### config.mk
export PLATFORM = sky130hd
export DESIGN_NAME = seg7_bcd_encoder_flat
export DESIGN_NICKNAME = d
export VERILOG_FILES = /design/src/rtl/seg7_bcd_encoder_if.sv /design/src/rtl/seg7_bcd_encoder.sv /design/src/flat_wrapper.sv
export SDC_FILE = /design/constraint.sdc
export NUM_CORES = 1
export LEC_CHECK = 0
export BUFFER_PORTS_ARGS = -buffer_cell sky130_fd_sc_hd__buf_2
export CAP_MARGIN = 5
export CORE_MARGIN = 4
export CORE_UTILIZATION = 33
export CTS_BUF_LIST = sky130_fd_sc_hd__clkbuf_16
export CTS_CLUSTER_DIAMETER = 200
export DETAILED_ROUTE_END_ITERATION = 10
export MAX_ROUTING_LAYER = met4
export PLACE_DENSITY_LB_ADDON = 0.2
export SYNTH_ARGS = -nofsm -noshare
export SYNTH_HDL_FRONTEND = slang
export SYNTH_SLANG_ARGS = --single-unit
export TNS_END_PERCENT = 20
### constraint.sdc
create_clock -name clk -period 4.7 [get_ports clk]
set_clock_uncertainty 0.1 [all_clocks]
set_input_delay 0.47 -clock clk [delete_from_list [all_inputs] [get_ports clk]]
set_output_delay 0.47 -clock clk [all_outputs]
set_load 0.03 [all_outputs]
### src/rtl/seg7_bcd_encoder_if.sv
// ---------------------------------------------------------------------------
// seg7_bcd_encoder_if
// Value handshake and display-word bundle for seg7_bcd_encoder.
//   in_valid  : producer offers in_value
//   in_ready  : encoder can accept a value
//   in_value  : 7-bit unsigned binary, 0..127
//   both7seg  : {tens[6:0], ones[6:0]}, bit0 = segment a .. bit6 = segment g
//   out_valid : one-cycle pulse, both7seg has just been updated
//   busy      : conversion in progress (inverse of in_ready)
// Modports: master = value producer, slave = encoder.
// ---------------------------------------------------------------------------
interface seg7_bcd_encoder_if;
  logic        in_valid;
  logic        in_ready;
  logic [6:0]  in_value;
  logic [13:0] both7seg;
  logic        out_valid;
  logic        busy;

  modport master (
    output in_valid, in_value,
    input  in_ready, both7seg, out_valid, busy
  );

  modport slave (
    input  in_valid, in_value,
    output in_ready, both7seg, out_valid, busy
  );
endinterface

### src/rtl/seg7_bcd_encoder.sv
// ---------------------------------------------------------------------------
// seg7_bcd_encoder
// Converts a 7-bit binary value into two seven-segment digit patterns using a
// sequential double-dabble (7 shift cycles) followed by one decode cycle.
// The display word is held stable between updates.
//
// Ports:
//   clk  : clock
//   rst  : synchronous, active-high reset
//   bus  : seg7_bcd_encoder_if.slave (in_valid/in_ready/in_value handshake,
//          both7seg, out_valid, busy)
// Parameters:
//   SEG_ACTIVE_LOW : 1 inverts all 14 segment bits (reset value and blanks too)
// Build option:
//   SEG7_LEADING_ZERO_BLANK_EN : blank the tens digit when it is 0 and the
//                                value is not an overflow
// ---------------------------------------------------------------------------
module seg7_bcd_encoder #(
  parameter bit SEG_ACTIVE_LOW = 1'b0
) (
  input  logic                clk,
  input  logic                rst,
  seg7_bcd_encoder_if.slave   bus
);

  typedef enum logic [1:0] {IDLE, SHIFT, DECODE} state_t;

  localparam logic [13:0] INV_MASK = {14{SEG_ACTIVE_LOW}};
  localparam logic [6:0]  SEG_DASH = 7'h40;
`ifdef SEG7_LEADING_ZERO_BLANK_EN
  localparam logic [13:0] RESET_SEG = {7'h00, 7'h3F};
`else
  localparam logic [13:0] RESET_SEG = {7'h3F, 7'h3F};
`endif

  state_t      state;
  logic [6:0]  shift_reg;
  logic [7:0]  bcd_reg;     // [7:4] tens, [3:0] ones
  logic        ovf_reg;
  logic [2:0]  cnt_reg;
  logic [13:0] seg_reg;     // stored already polarity-adjusted
  logic        out_valid_reg;
  logic        ready_reg;

  logic [7:0]  bcd_adj;
  logic [14:0] dd_next;
  logic [6:0]  tens_seg;
  logic [6:0]  ones_seg;
  logic [13:0] seg_dec;

  function automatic logic [6:0] digit_seg(input logic [3:0] d);
    case (d)
      4'd0:    digit_seg = 7'h3F;
      4'd1:    digit_seg = 7'h06;
      4'd2:    digit_seg = 7'h5B;
      4'd3:    digit_seg = 7'h4F;
      4'd4:    digit_seg = 7'h66;
      4'd5:    digit_seg = 7'h6D;
      4'd6:    digit_seg = 7'h7D;
      4'd7:    digit_seg = 7'h07;
      4'd8:    digit_seg = 7'h7F;
      4'd9:    digit_seg = 7'h6F;
      default: digit_seg = 7'h00;  // only reachable for overflow values, masked by ovf
    endcase
  endfunction

  // One double-dabble step: add-3 correction on each nibble, then shift
  // {bcd, binary} left by one. Tens may exceed 9 for inputs above 99; that
  // result is never displayed because ovf forces dashes.
  always_comb begin
    bcd_adj[7:4] = (bcd_reg[7:4] >= 4'd5) ? bcd_reg[7:4] + 4'd3 : bcd_reg[7:4];
    bcd_adj[3:0] = (bcd_reg[3:0] >= 4'd5) ? bcd_reg[3:0] + 4'd3 : bcd_reg[3:0];
    dd_next      = {bcd_adj, shift_reg} << 1;
  end

  always_comb begin
    tens_seg = digit_seg(bcd_reg[7:4]);
    ones_seg = digit_seg(bcd_reg[3:0]);
`ifdef SEG7_LEADING_ZERO_BLANK_EN
    if (bcd_reg[7:4] == 4'd0) begin
      tens_seg = 7'h00;
    end
`endif
    if (ovf_reg) begin
      seg_dec = {SEG_DASH, SEG_DASH};
    end else begin
      seg_dec = {tens_seg, ones_seg};
    end
  end

  always_ff @(posedge clk) begin
    if (rst) begin
      state         <= IDLE;
      shift_reg     <= '0;
      bcd_reg       <= '0;
      ovf_reg       <= 1'b0;
      cnt_reg       <= '0;
      seg_reg       <= RESET_SEG ^ INV_MASK;
      out_valid_reg <= 1'b0;
      ready_reg     <= 1'b1;
    end else begin
      out_valid_reg <= 1'b0;
      case (state)
        IDLE: begin
          if (bus.in_valid && ready_reg) begin
            shift_reg <= bus.in_value;
            bcd_reg   <= '0;
            ovf_reg   <= (bus.in_value > 7'd99);
            cnt_reg   <= 3'd7;
            ready_reg <= 1'b0;
            state     <= SHIFT;
          end
        end
        SHIFT: begin
          bcd_reg   <= dd_next[14:7];
          shift_reg <= dd_next[6:0];
          cnt_reg   <= cnt_reg - 3'd1;
          // cnt_reg == 1 means this edge performs the 7th shift
          if (cnt_reg == 3'd1) begin
            state <= DECODE;
          end
        end
        DECODE: begin
          seg_reg       <= seg_dec ^ INV_MASK;
          out_valid_reg <= 1'b1;
          ready_reg     <= 1'b1;
          state         <= IDLE;
        end
        default: begin
          state <= IDLE;
        end
      endcase
    end
  end

  assign bus.in_ready  = ready_reg;
  assign bus.busy      = !ready_reg;
  assign bus.both7seg  = seg_reg;
  assign bus.out_valid = out_valid_reg;

endmodule

### src/flat_wrapper.sv
// flat-port wrapper written by rule: the top's interface ports become plain ports
module seg7_bcd_encoder_flat 
#(
  parameter bit SEG_ACTIVE_LOW = 1'b0
)
  (clk, rst, bus_in_valid, bus_in_value, bus_in_ready, bus_both7seg, bus_out_valid, bus_busy);
  seg7_bcd_encoder_if bus_i ();
  input  logic clk;
  input  logic rst;
  input wire logic [$bits(bus_i.in_valid)-1:0] bus_in_valid;
  input wire logic [$bits(bus_i.in_value)-1:0] bus_in_value;
  output wire logic [$bits(bus_i.in_ready)-1:0] bus_in_ready;
  output wire logic [$bits(bus_i.both7seg)-1:0] bus_both7seg;
  output wire logic [$bits(bus_i.out_valid)-1:0] bus_out_valid;
  output wire logic [$bits(bus_i.busy)-1:0] bus_busy;
  assign bus_i.in_valid = bus_in_valid;
  assign bus_i.in_value = bus_in_value;
  assign bus_in_ready = bus_i.in_ready;
  assign bus_both7seg = bus_i.both7seg;
  assign bus_out_valid = bus_i.out_valid;
  assign bus_busy = bus_i.busy;
  seg7_bcd_encoder #(.SEG_ACTIVE_LOW(SEG_ACTIVE_LOW)) u_core (.clk(clk), .rst(rst), .bus(bus_i));
endmodule
==> Word-level counts from Yosys, hierarchy flattened <==
Memories as Yosys holds them, arrays and structs flattened. A register that Yosys moved wholly into a read port is not among the register bits.
Index checks and enable logic that the tools add are counted.
{ "totals": {"mem_bits_rw": 0, "rom_bits": 224, "memories": 2, "latch_bits": 0, "elab_cells": 49, "regBits": 37} }
{ "classes": {"n_reduce_logical": 9, "bitwise_logic": 0, "eq_ne": 5, "multipliers": 0, "add_sub_neg": 3, "shifts": 0, "n_lt_le_gt_ge": 3, "muxes": 19, "div_mod_pow": 0} }
{ "memory_table": {"columns": ["memory", "words", "word_bits", "rd", "rd_clocked_by_memory_dff", "wr", "line_no", "text"], "rows": [
  ["(name not given)", 16, 7, 1, 1, 0, "seg7_bcd_encoder.sv:52", "case (d)"],
  ["(name not given)", 16, 7, 1, 1, 0, "seg7_bcd_encoder.sv:52", null]
]} }
{ "op_table": {"columns": ["cell", "count"], "rows": [
  ["4-bit two-way mux", 5],
  ["8-bit case mux with 2 select lines", 1],
  ["14-bit two-way mux", 1],
  ["7-bit case mux with 2 select lines", 1],
  ["4-bit by 3-bit greater-or-equal comparator with 1-bit output (second input constant)", 2],
  ["8-bit two-way mux", 1],
  ["2-bit AND reduction", 4],
  ["7-bit greater-than comparator (second input constant)", 1],
  ["7-bit two-way mux", 1],
  ["3-bit two-way mux", 2],
  ["3-bit case mux with 2 select lines", 1],
  ["4-bit by 2-bit adder with 4-bit output (second input constant)", 1],
  ["2-bit two-way mux", 2],
  ["2-bit by 1-bit != test with 1-bit output (second input constant)", 2],
  ["2-bit case mux with 2 select lines", 1],
  ["2-bit nonzero test", 2],
  ["3-bit by 2-bit adder with 3-bit output (second input constant)", 1],
  ["3-bit by 1-bit == test with 1-bit output (second input constant)", 1],
  ["3-bit by 1-bit subtractor with 3-bit output (second input constant)", 1],
  ["2-bit by 1-bit == test with 1-bit output (second input constant)", 1],
  ["2-bit == test (second input constant)", 1],
  ["2-bit zero test", 1],
  ["1-bit two-way mux", 2],
  ["1-bit case mux with 2 select lines", 1],
  ["2 further kinds", 2]
]} }

==> Longest topological paths before layout <==
Gate-level depths: netlist of the first run.
{ "logic_depth": {"ltp_word": 5, "mapped_depth": 10, "depth_no_buf": 10} }

==> Least setup slack after synthesis of the first run <==
OpenSTA, ideal clock, no wires.
{ "synth_path": {"path_kind": "input -> register", "from": "in rst", "to": "reg, netlist name u_core.ones_seg[1]", "setup_ns": 0.123, "n_path_buf": 2, "t_arrival_ns": 1.945, "slack_ns": 2.532, "path_stages": 8, "cell_sequence": "buf_2 > or3b_1 > buf_6 > a2111oi_4 > a211oi_4 > ha_1 > o21bai_1 > a22oi_1"} }
{ "synth_via": {"elab_chain_len": 1} }
{ "synth_lines": {"columns": ["element", "line_no", "text"], "rows": [
  ["start: declaration", "flat_wrapper.sv:9", "input logic rst;"],
  ["4-bit two-way mux (no line)", null, null]
]} }
Every way passes these cells.
A chain may end at the register's enable or synchronous reset.

==> Worst setup path after layout of the first run <==
{ "layout_path": {"from": "reg u_core.bcd_reg[0]", "to": "reg, netlist name u_core.tens_seg[5]"} }
{ "layout_via": {"elab_chain_len": 5} }
{ "layout_lines": {"columns": ["element", "line_no", "text"], "rows": [
  ["start: declaration", "seg7_bcd_encoder.sv:38", "logic [7:0] bcd_reg;"],
  ["start signal: assignment", "seg7_bcd_encoder.sv:115", "bcd_reg <= dd_next[14:7];"],
  ["4-bit by 2-bit adder with 4-bit output / 4-bit by 3-bit greater-or-equal comparator with 1-bit output (equally long branches)", "seg7_bcd_encoder.sv:72", "bcd_adj[3:0] = (bcd_reg[3:0] >= 4'd5) ? bcd_reg[3:0] + 4'd3 : bcd_reg[3:0];"],
  ["4-bit two-way mux *", "seg7_bcd_encoder.sv:72", null],
  ["8-bit case mux with 2 select lines *", "seg7_bcd_encoder.sv:103", "case (state)"],
  ["4-bit two-way mux (no line) * (2 in a row)", null, null]
]} }
Every way passes the cells marked *; elsewhere a longest branch is shown, timed or not.

==> impl_results.md, run 1 <==
- Max Clock Freq: 0.402 GHz
- DRT Pass-1 Iters: 4
- Worst hold path type: primary input to flop
- Slew headroom: 41.3%
- Post-place setup slack: 1.92 ns
- DIE WIDTH: 97.0 um
- Worst setup margin: 2.21 ns
- # setup viols final: 0
- Area Overhead vs Synth: 12.7%
- Root buffer cell: clkbuf_16
- N_diodes: 0
- Placed Area: 0.00277 sq mm
- Num CTS Buffers: 5
- Initial DRC Count: 92
- Hold Path Sink: u_core.shift_reg[1]
- Most common cell in the netlist: dfxtp_1
- Worst Hold Depth: 3
- Sequential share of the synthesized area: 39.0%
- Wirelength per Cell: 13.6 um
- Reg-to-Reg End: u_core.tens_seg[5]
- Max FO, Critical Path: 6
- Share of layout cells above drive strength 1: 17.5%
- Final TNS setup: 0 ns
- DRC viols: 0
- Startpoint types: flop
- Post-DR vias/cell: 4.88
- Core area: 0.00773 sq mm
- Critical Path Source: u_core.bcd_reg[0]
- Commonest cells in the netlist: dfxtp_1, nand2_1, inv_1
- Post-synth net total: 313
- Post-CTS setup buffer count: 0
- Total gr overflow: 0
- Design Area, Final: 0.00295 sq mm
- Max-cap viol count: 0
- Syn Std Cell Area: 0.00262 sq mm
- Outcome: finished clean
- Io pins: 27
- CTS H-tree lvls: 2
- CP Capture Type: flop
- Port Buffers: 26
- Warnings from Yosys: 0
- Via count: 1,970
- Period Utilization, post-route: 52.9%
- Pins Over Slew Limit: 0
- Syn avg cell area: 9.18 sq um
- Yosys top cell by area: dfxtp_1
- Die outline height: 97.0 um
- Initial antenna violation count: 0
- Final GP Congestion: 0.837
- FF-to-FF Start: u_core.bcd_reg[0]
- CTS sink count: 51
- Cell row count: 32
- Number of distinct library cells after synthesis: 52
- First-pass GRT wire length: 9490 um
- Gr usage total: 12.5%
- Nets: 329
- Clock Latency Late Sink: 0.29 ns
- P per Cell Area: 340 mW/mm^2
- Reg2reg setup slack: 2.21 ns
- Vias in the first global route: 1,904
- Synth top area share: 39.0%
- Synth area leaders: dfxtp_1, ha_1, nand2_1, inv_1, o311ai_0
- Fin crit period: 2.49 ns
- Max reg flops: 14
- Leakage: 1.35 nW
- Worst path required time: 4.77 ns
- ANT nets after route: 0
- Post-synth EDFFs: 0
- HPWL Detailed: 4030 um
- Main synth FF type: dfxtp_1
- CTS tree: built
- Max Buffers Root-to-Sink: 2
- Die ar.: 0.00941 sq mm
- Hold Vio Cnt, Final: 0
- Worst-Margin Slew: 0.880 ns
- Setup CP Type: flop to flop
- Mapped Cells: 285
- Initial core utilization: 33.8%
- RSZ-0062 raised after global routing: no
- Post-CTS sizing: 0
- Worst vdd ir: 0.192 mV
- Asr flop ratio synth: 0%
- Largest net degree at the start of global routing: 29
- CP Data Arrival Time: 2.56 ns
- Min-delay src: bus_in_value[1]
- Routed WL: 5500 um
- Worst r2r path cells: 10
- CTS clk-pin slew, worst paths: 0.07 ns
- Synth Register Bits: 51
- # hold bufs at CTS: 0
## layer usage
layer	up-vias	global-route usage (%)	part of all wire [%]
met3	5	2.74	4.7
met4	0	3.89	1.2
met1	896	17.0	51
met2	41	18.6	43
li1	1028	-	-
met5	-	-	0
## report_power, final
group	internal (mW)	switching, mW	total [mW]	leakage [nW]
registers	0.453	0.0158	0.469	0.415
logic	0.0359	0.0744	0.110	0.845
clock network	0.254	0.169	0.423	0.0844
## metrics by stage
stage | hold slack [ns] | std cells | power [mW] | util, %
after global placement | 0.360 | 396 | 0.588 | 35.9
after floorplan | 0.355 | 285 | 0.561 | -
final | 0.340 | 404 | 1.00 | 38.1
after CTS | 0.337 | 404 | 1.02 | 38.1
after detailed placement | 0.368 | 396 | 0.590 | 35.9
after global routing | 0.363 | 404 | 1.05 | 38.1
## kinds of logic (layout without fill, tap and decap cells)
kind of cell	Yosys count	in the layout	synth area share [%]
mux	5	5	1.91
simple gates	85	85	16.6
fa+ha+maj	18	18	8.61
compound gates	75	75	25.0
buf+inv	50	67	8.52
xor+xnor	1	1	0.335
flops	51	51	39.0
## worst max-delay path, cell delays in order, from the launching register on
cell and delay, ns:
dfxtp_1 0.42, inv_1 0.12, ha_1 0.26, nand2b_1 0.26, nand2b_1 0.08, o21ai_0 0.31
a22o_1 0.27, inv_1 0.12, ha_1 0.24, mux2i_1 0.12, o21ai_0 0.08
## cell usage in the layout, fill, tap and decap left out, types with 7 or more instances in the layout
cell type / instances
dfxtp_1: 51
nand2_1: 33
inv_1: 31
buf_2: 26
nor2_1: 20
ha_1: 18
o311ai_0: 13
o21ai_0: 9
nand2b_1: 8
a311oi_1: 7
## area by class of cell
class,instances,area (sq um)
Fill cell,782,4780
Multi-Input combinational cell,184,1370
Sequential cell,51,1020
Timing Repair Buffer,26,130
Tap cell,102,128
Clock buffer,5,125
Inverter,33,124
Clock inverter,3,47.5
## worst max-delay path by stage
| stage | endpoint | slack [ns] | cells after the start |
|---|---|---|---|
| after floorplan | u_core.ones_seg[1] | 2.53 | 8 |
| after global placement | u_core.tens_seg[2] | 2.01 | 8 |
| after detailed placement | u_core.tens_seg[6] | 1.92 | 9 |
| after CTS | u_core.tens_seg[6] | 2.22 | 9 |
| after global routing | u_core.tens_seg[6] | 1.96 | 9 |
| final | u_core.tens_seg[5] | 2.21 | 10 |
Power figures use the tool's default switching activity.
==> run 2, diff against run 1 <==
--- a/config.mk
+++ b/config.mk
@@ -5,6 +5,7 @@
 export SDC_FILE = /design/constraint.sdc
 export NUM_CORES = 1
 export LEC_CHECK = 0
+export ABC_AREA = 1
 export BUFFER_PORTS_ARGS = -buffer_cell sky130_fd_sc_hd__buf_2
 export CAP_MARGIN = 5
 export CORE_MARGIN = 4
==> constraint.sdc (replaced) <==
create_clock -name clk -period 2.3 [get_ports clk]
set_clock_uncertainty 0.1 [all_clocks]
set_input_delay 0.23 -clock clk [delete_from_list [all_inputs] [get_ports clk]]
set_output_delay 0.23 -clock clk [all_outputs]
set_load 0.03 [all_outputs]
==> run 2 against run 1 <==
  * First-iteration DRC count fell by 18%
  * Clock-buffer cell count is the same
  * Non-clock buffer count grew 5
==> impl_results.md, run 2 <==
- Min-delay src: bus_in_value[0]
- Gr usage total: 12.4% (-0.12 points)
- P per Cell Area: 758 mW/mm^2 (+120%)
- Worst r2r path cells: 14 (+4)
- Main synth FF type: dfxtp_1
- FF-to-FF Start: u_core.bcd_reg[0]
- CTS H-tree lvls: 2 (unchanged)
- # hold bufs at CTS: 0 (unchanged)
- Commonest cells in the netlist: nand2_1, dfxtp_1, inv_1
- Routed WL: 4840 um (-12%)
- CTS clk-pin slew, worst paths: 0.07 ns (about the same)
- N_diodes: 0 (unchanged)
- Startpoint types: flop
- CP Capture Type: flop
- Outcome: finished clean
- Max FO, Critical Path: 6 (unchanged)
- Most frequent CP cell: nand2_1
- Final GP Congestion: 0.791 (-5.5%)
- Port Buffers: 26 (unchanged)
- Commonest non-fill, non-tap cell in the layout: nand2_1
- DRC viols: 0 (unchanged)
- HPWL Detailed: 3580 um (-11%)
- Mapped Cells: 316 (+11%)
- Max Clock Freq: 0.490 GHz (+22%)
- Synth area leaders: dfxtp_1, nand2_1, ha_1, nand3_1, inv_1
- Yosys top cell by area: dfxtp_1
- Post-DR vias/cell: 4.45 (-8.7%)
- Worst path required time: 2.44 ns (-2.33 ns)
- Initial antenna violation count: 0 (unchanged)
- Num CTS Buffers: 5 (unchanged)
- ANT nets after route: 0 (unchanged)
- Post-synth EDFFs: 0 (unchanged)
- Fin cells: 447 (+11%)
- Wirelength per Cell: 10.8 um (-20%)
- CTS sink count: 51 (unchanged)
- Core area: 0.00721 sq mm (-6.6%)
- Vias in the first global route: 1,881 (-1.2%)
- Sequential share of the synthesized area: 41.9% (+2.8 points)
- # setup viols final: 0 (unchanged)
- Clock Latency Late Sink: 0.29 ns (about the same)
- Worst Hold Depth: 3 (unchanged)
- Nets: 375 (+14%)
- Die outline height: 93.9 um (-3.2%)
- Worst hold path type: primary input to flop
- Worst path max stage delay: 0.37 ns (-0.05 ns)
- Initial DRC Count: 75 (-18%)
- Via count: 1,990 (+1.0%)
- Fillers: 767 (-1.9%)
- Hold Vio Cnt, Final: 0 (unchanged)
- Synth Register Bits: 51 (unchanged)
- Max-cap viol count: 0 (unchanged)
- Warnings from Yosys: 0 (unchanged)
- Worst path slowest cell: dfxtp_1
- CTS tree: built
- Pins Over Slew Limit: 0 (unchanged)
- Post-synth net total: 344 (+9.9%)
- Max reg flops: 14 (unchanged)
- Reg2reg setup slack: 0.26 ns (-1.96 ns)
- Period Utilization, post-route: 88.8% (+36 points)
- Worst-Margin Slew: 0.397 ns (-0.483 ns)
- Area Overhead vs Synth: 17.9%
- Cell row count: 31 (-3.1%)
- DIE WIDTH: 93.9 um (-3.2%)
- Top delay family on crit path: simple AND/OR/NAND/NOR gates
- DRT Pass-1 Iters: 4 (unchanged)
- Die ar.: 0.00882 sq mm (-6.2%)
- Most frequent cells in the layout: nand2_1, dfxtp_1, inv_1
- Io pins: 27 (unchanged)
- Share of layout cells above drive strength 1: 18.7% (+1.1 points)
- Slew headroom: 73.5% (+32 points)
- Worst vdd ir: 0.329 mV (+71%)
- RSZ-0062 raised after global routing: no
- Leakage: 1.44 nW (+6.7%)
- Fin crit period: 2.04 ns (-0.445 ns)
- CP Data Arrival Time: 2.18 ns (-0.38 ns)
- Final TNS setup: 0 ns (unchanged)
- Reg-to-Reg End: u_core.tens_seg[3]
- Hold slack: 0.0929 ns (-0.247 ns)
- Post-CTS setup buffer count: 0 (unchanged)
- Most common cell in the netlist: nand2_1
- Max Buffers Root-to-Sink: 2 (unchanged)
- Initial core utilization: 33.8% (-0.056 points)
- Synth top area share: 41.9% (+2.8 points)
- Total gr overflow: 0 (unchanged)
- Syn avg cell area: 7.71 sq um (-16%)
- First-pass GRT wire length: 8450 um (-11%)
- Crit path buf inv count: 3 (+1)
- Root buffer cell: clkbuf_16
- Worst path cell trace: inv_1 > ha_1 > inv_1 > nand2_1 > nand3_2 > nand4_1 > nand2_1 > nand2_2 > inv_1 > ha_1 > nand3b_1 > nand2_1 > nand2_1 > nand2_1
- Syn Std Cell Area: 0.00244 sq mm (-6.8%)
- Number of distinct library cells after synthesis: 29 (-44%)
- Largest net degree at the start of global routing: 21 (-28%)
- Hold Path Sink: u_core.shift_reg[0]
- Setup CP Type: flop to flop
- Asr flop ratio synth: 0% (unchanged)
- Placed cell count: 439 (+11%)
==> run 2: through the flow <==
| step | utilization (%) | power [mW] | worst slack, ns | area [sq um] |
|---|---|---|---|---|
| floorplan | - | 1.26 | 0.330 | 2440 |
| global placement | 37.3 | 1.35 | 0.244 | 2690 |
| detailed placement | 37.3 | 1.35 | 0.181 | 2690 |
| CTS | 39.7 | 2.21 | 0.175 | 2860 |
| global route | 39.8 | 2.29 | 0.0276 | 2870 |
| finish | 39.8 | 2.18 | 0.258 | 2870 |
==> run 2: cell families (layout without fill, tap and decap cells) <==
family | Yosys count | count (layout) | synth area share, %
flip-flops | 51 | 51 | 41.9
adder cells (fa/ha/maj) | 18 | 18 | 9.24
AND/OR/NAND/NOR | 163 | 163 | 31.8
AO/OA/AOI/OAI | 39 | 39 | 9.55
buffers and inverters | 45 | 77 | 7.55
==> run 2: area by class of cell <==
type,count,area [sq um],area share (%)
Multi-Input combinational cell,220,1240,43.2
Sequential cell,51,1020,35.5
Timing Repair Buffer,31,168,5.83
Inverter,38,148,5.14
Clock buffer,5,125,4.35
Tap cell,99,124,4.31
Clock inverter,3,46.3,1.61
==> run 2: report_power, final <==
part           internal [mW]  total [mW]  switching (mW)
registers              0.957       0.994          0.0373
clock network          0.517       0.847           0.330
logic                  0.110       0.337           0.227
total                   1.58        2.18           0.594
==> run 2: timing repair <==
item	4_1_cts	5_1_grt
endpoints found under the setup margin	0	5
hold endpoints to repair	0	0
gates resized for setup	0	3
==> run 2: worst min-delay path, cell delays in order <==
cell and delay (ns):
buf_2 0.10, nand2_1 0.05, a21oi_1 0.06
==> run 2: worst max-delay path by stage <==
stage                   startpoint                  to  slack (ns)  cells past startpoint
2_1_floorplan  u_core.bus.in_ready  u_core.tens_seg[1]        0.33                     11
3_3_place_gp     u_core.bcd_reg[0]  u_core.ones_seg[4]        0.24                     14
3_5_place_dp     u_core.bcd_reg[0]  u_core.tens_seg[1]        0.18                     13
4_1_cts          u_core.bcd_reg[0]  u_core.tens_seg[3]        0.18                     14
5_1_grt          u_core.bcd_reg[0]  u_core.ones_seg[6]        0.03                     16
6_report         u_core.bcd_reg[0]  u_core.tens_seg[3]        0.26                     14
==> run 2: layer usage <==
metal / GRT usage (%) / vias up / part of all wire [%]
met2: 20.2 / 26 / 44
met5: - / - / 0
li1: - / 1081 / -
met1: 14.7 / 875 / 50
met4: 5.17 / 0 / 2.2
met3: 2.96 / 8 / 3.8
==> run 3, diff against run 2 <==
--- a/config.mk
+++ b/config.mk
@@ -10,7 +10,7 @@
 export CAP_MARGIN = 5
 export CORE_MARGIN = 4
 export CORE_UTILIZATION = 33
-export CTS_BUF_LIST = sky130_fd_sc_hd__clkbuf_16
+export CTS_BUF_LIST = sky130_fd_sc_hd__clkbuf_8
 export CTS_CLUSTER_DIAMETER = 200
 export DETAILED_ROUTE_END_ITERATION = 10
 export MAX_ROUTING_LAYER = met4
==> run 3 against run 2 <==
  * Total power fell by 9.6%
  * Design area down 2.0%
  * Setup slack lost 0.0028 ns
  * Critical endpoint unchanged
  * Largest power group unchanged
==> impl_results.md, run 3 (synthesis gave the netlist of run 2 again) <==
- Outcome: finished clean
- Post-DR vias/cell: 4.48 (+0.70%)
- N_diodes: 0 (unchanged)
- Hold Vio Cnt, Final: 0 (unchanged)
- CP Capture Type: flop
- Reg-to-Reg End: u_core.tens_seg[3]
- Total gr overflow: 0 (unchanged)
- Worst path slowest cell: dfxtp_1
- Via count: 2,004 (+0.70%)
- Worst path cell trace: inv_1 > ha_1 > inv_1 > nand2_1 > nand3_2 > nand4_1 > nand2_1 > nand2_2 > inv_1 > ha_1 > nand3b_1 > nand2_1 > nand2_1 > nand2_1
- Nets: 375 (unchanged)
- Pins Over Slew Limit: 0 (unchanged)
- Worst path max stage delay: 0.38 ns (about the same)
- Worst Hold Depth: 3 (unchanged)
- Final TNS setup: 0 ns (unchanged)
- Root buffer cell: clkbuf_8
- Max FO, Critical Path: 6 (unchanged)
- First-pass GRT wire length: 8450 um (about the same)
- Post-CTS sizing: 0 (unchanged)
- Design Power: 1.97 mW (-9.6%)
- Slew headroom: 73.3% (-0.17 points)
- Core area: 0.00721 sq mm (unchanged)
- HPWL Detailed: 3580 um (unchanged)
- Fin cells: 447 (unchanged)
- ANT nets after route: 0 (unchanged)
- Most frequent cells in the layout: nand2_1, dfxtp_1, inv_1
- CTS clk-pin slew, worst paths: 0.10 ns (+0.03 ns)
- FF-to-FF Start: u_core.bcd_reg[0]
- Share of layout cells above drive strength 1: 18.7% (unchanged)
- Leakage: 1.41 nW (-1.8%)
- Die outline height: 93.9 um (unchanged)
- Routed WL: 4860 um (+0.45%)
- Design Area, Final: 0.00282 sq mm (-2.0%)
- Io pins: 27 (unchanged)
- Initial antenna violation count: 0 (unchanged)
- DRT Pass-1 Iters: 4 (unchanged)
- DRC viols: 0 (unchanged)
- Initial DRC Count: 80 (+6.7%)
- Port Buffers: 26 (unchanged)
- Max Buffers Root-to-Sink: 2 (unchanged)
- # hold bufs at CTS: 0 (unchanged)
- Most frequent CP cell: nand2_1
- Placed cell count: 439 (unchanged)
- Startpoint types: flop
- CTS tree: built
- P per Cell Area: 699 mW/mm^2 (-7.8%)
- Worst-Margin Slew: 0.400 ns (+0.00258 ns)
- Max Clock Freq: 0.489 GHz (-0.14%)
- Final GP Congestion: 0.791 (unchanged)
- Reg2reg setup slack: 0.26 ns (about the same)
- Worst vdd ir: 0.249 mV (-24%)
- Vias in the first global route: 1,890 (+0.48%)
- Max-cap viol count: 0 (unchanged)
- Post-CTS setup buffer count: 0 (unchanged)
- Initial core utilization: 33.8% (unchanged)
- Period Utilization, post-route: 88.9% (+0.12 points)
- Cell row count: 31 (unchanged)
- Placed Area: 0.00269 sq mm (unchanged)
- RSZ-0062 raised after global routing: no
- Critical Path Source: u_core.bcd_reg[0]
- # setup viols final: 0 (unchanged)
- Max reg flops: 14 (unchanged)
- Worst path required time: 2.45 ns (about the same)
- Wirelength per Cell: 10.9 um (+0.45%)
- Clock Latency Late Sink: 0.30 ns (about the same)
- DIE WIDTH: 93.9 um (unchanged)
- Largest net degree at the start of global routing: 21 (unchanged)
- Die ar.: 0.00882 sq mm (unchanged)
- Fin crit period: 2.04 ns (+0.00285 ns)
- Fillers: 778 (+1.4%)
- Worst r2r path cells: 14 (unchanged)
- Area Overhead vs Synth: 15.6%
- Min-delay src: bus_in_value[0]
- Worst hold path type: primary input to flop
- Commonest non-fill, non-tap cell in the layout: nand2_1
- Hold Path Sink: u_core.shift_reg[0]
- CTS sink count: 51 (unchanged)
- Gr usage total: 12.3% (-0.10 points)
- CTS H-tree lvls: 2 (unchanged)
- Num CTS Buffers: 5 (unchanged)
- CP Data Arrival Time: 2.20 ns (+0.02 ns)
- Setup CP Type: flop to flop
[run 3: cell types whose count changed in the layout (fill, tap and decap cells not counted)]
cell and delta:
clkbuf_16 -5, clkbuf_8 +5
[run 3: metal layers]
metal  part of all wire, %  track usage [%]  wire (um)
met3                   3.8             3.13        186
met4                   1.8             4.21         89
met1                    50             14.6       2440
met2                    44             20.3       2150
met5                     0                -          0
[run 3: layout make-up]
class	instances	area, sq um	share of cell area (%)
clock buffers	5	68.8	2.44
clock inverters	3	46.3	1.64
inverters	38	148	5.24
multi-input cells	220	1240	44.1
well taps	99	124	4.40
flip-flops and latches	51	1020	36.2
repair buffers	31	168	5.95
[run 3: critical path, delay by kind of cell (launching register included)]
| family | cells | cell delay [ns] |
|---|---|---|
| AND/OR/NAND/NOR | 9 | 0.85 |
| adder cells (fa/ha/maj) | 2 | 0.42 |
| buffers and inverters | 3 | 0.25 |
| flip-flops | 1 | 0.38 |
[run 3: worst max-delay path by stage]
stage                     slack [ns]            endpoint
after global routing            0.02  u_core.ones_seg[6]
final                           0.26  u_core.tens_seg[3]
after detailed placement        0.18  u_core.tens_seg[1]
after global placement          0.24  u_core.ones_seg[4]
after floorplan                 0.33  u_core.tens_seg[1]
after CTS                       0.17  u_core.tens_seg[3]
[run 3: where the power goes]
group          leakage, nW  total (mW)  switching [mW]  internal (mW)
Sequential           0.417       0.994          0.0373          0.956
Combinational        0.939       0.338           0.228          0.110
Clock               0.0548       0.637           0.309          0.328
[run 3: metrics by stage]
step	util (%)	hold slack, ns	worst slack, ns
2_1_floorplan	-	0.278	0.330
3_3_place_gp	37.3	0.326	0.244
3_5_place_dp	37.3	0.330	0.181
4_1_cts	38.9	0.0615	0.172
5_1_grt	39.1	0.0726	0.0243
6_report	39.1	0.0699	0.256
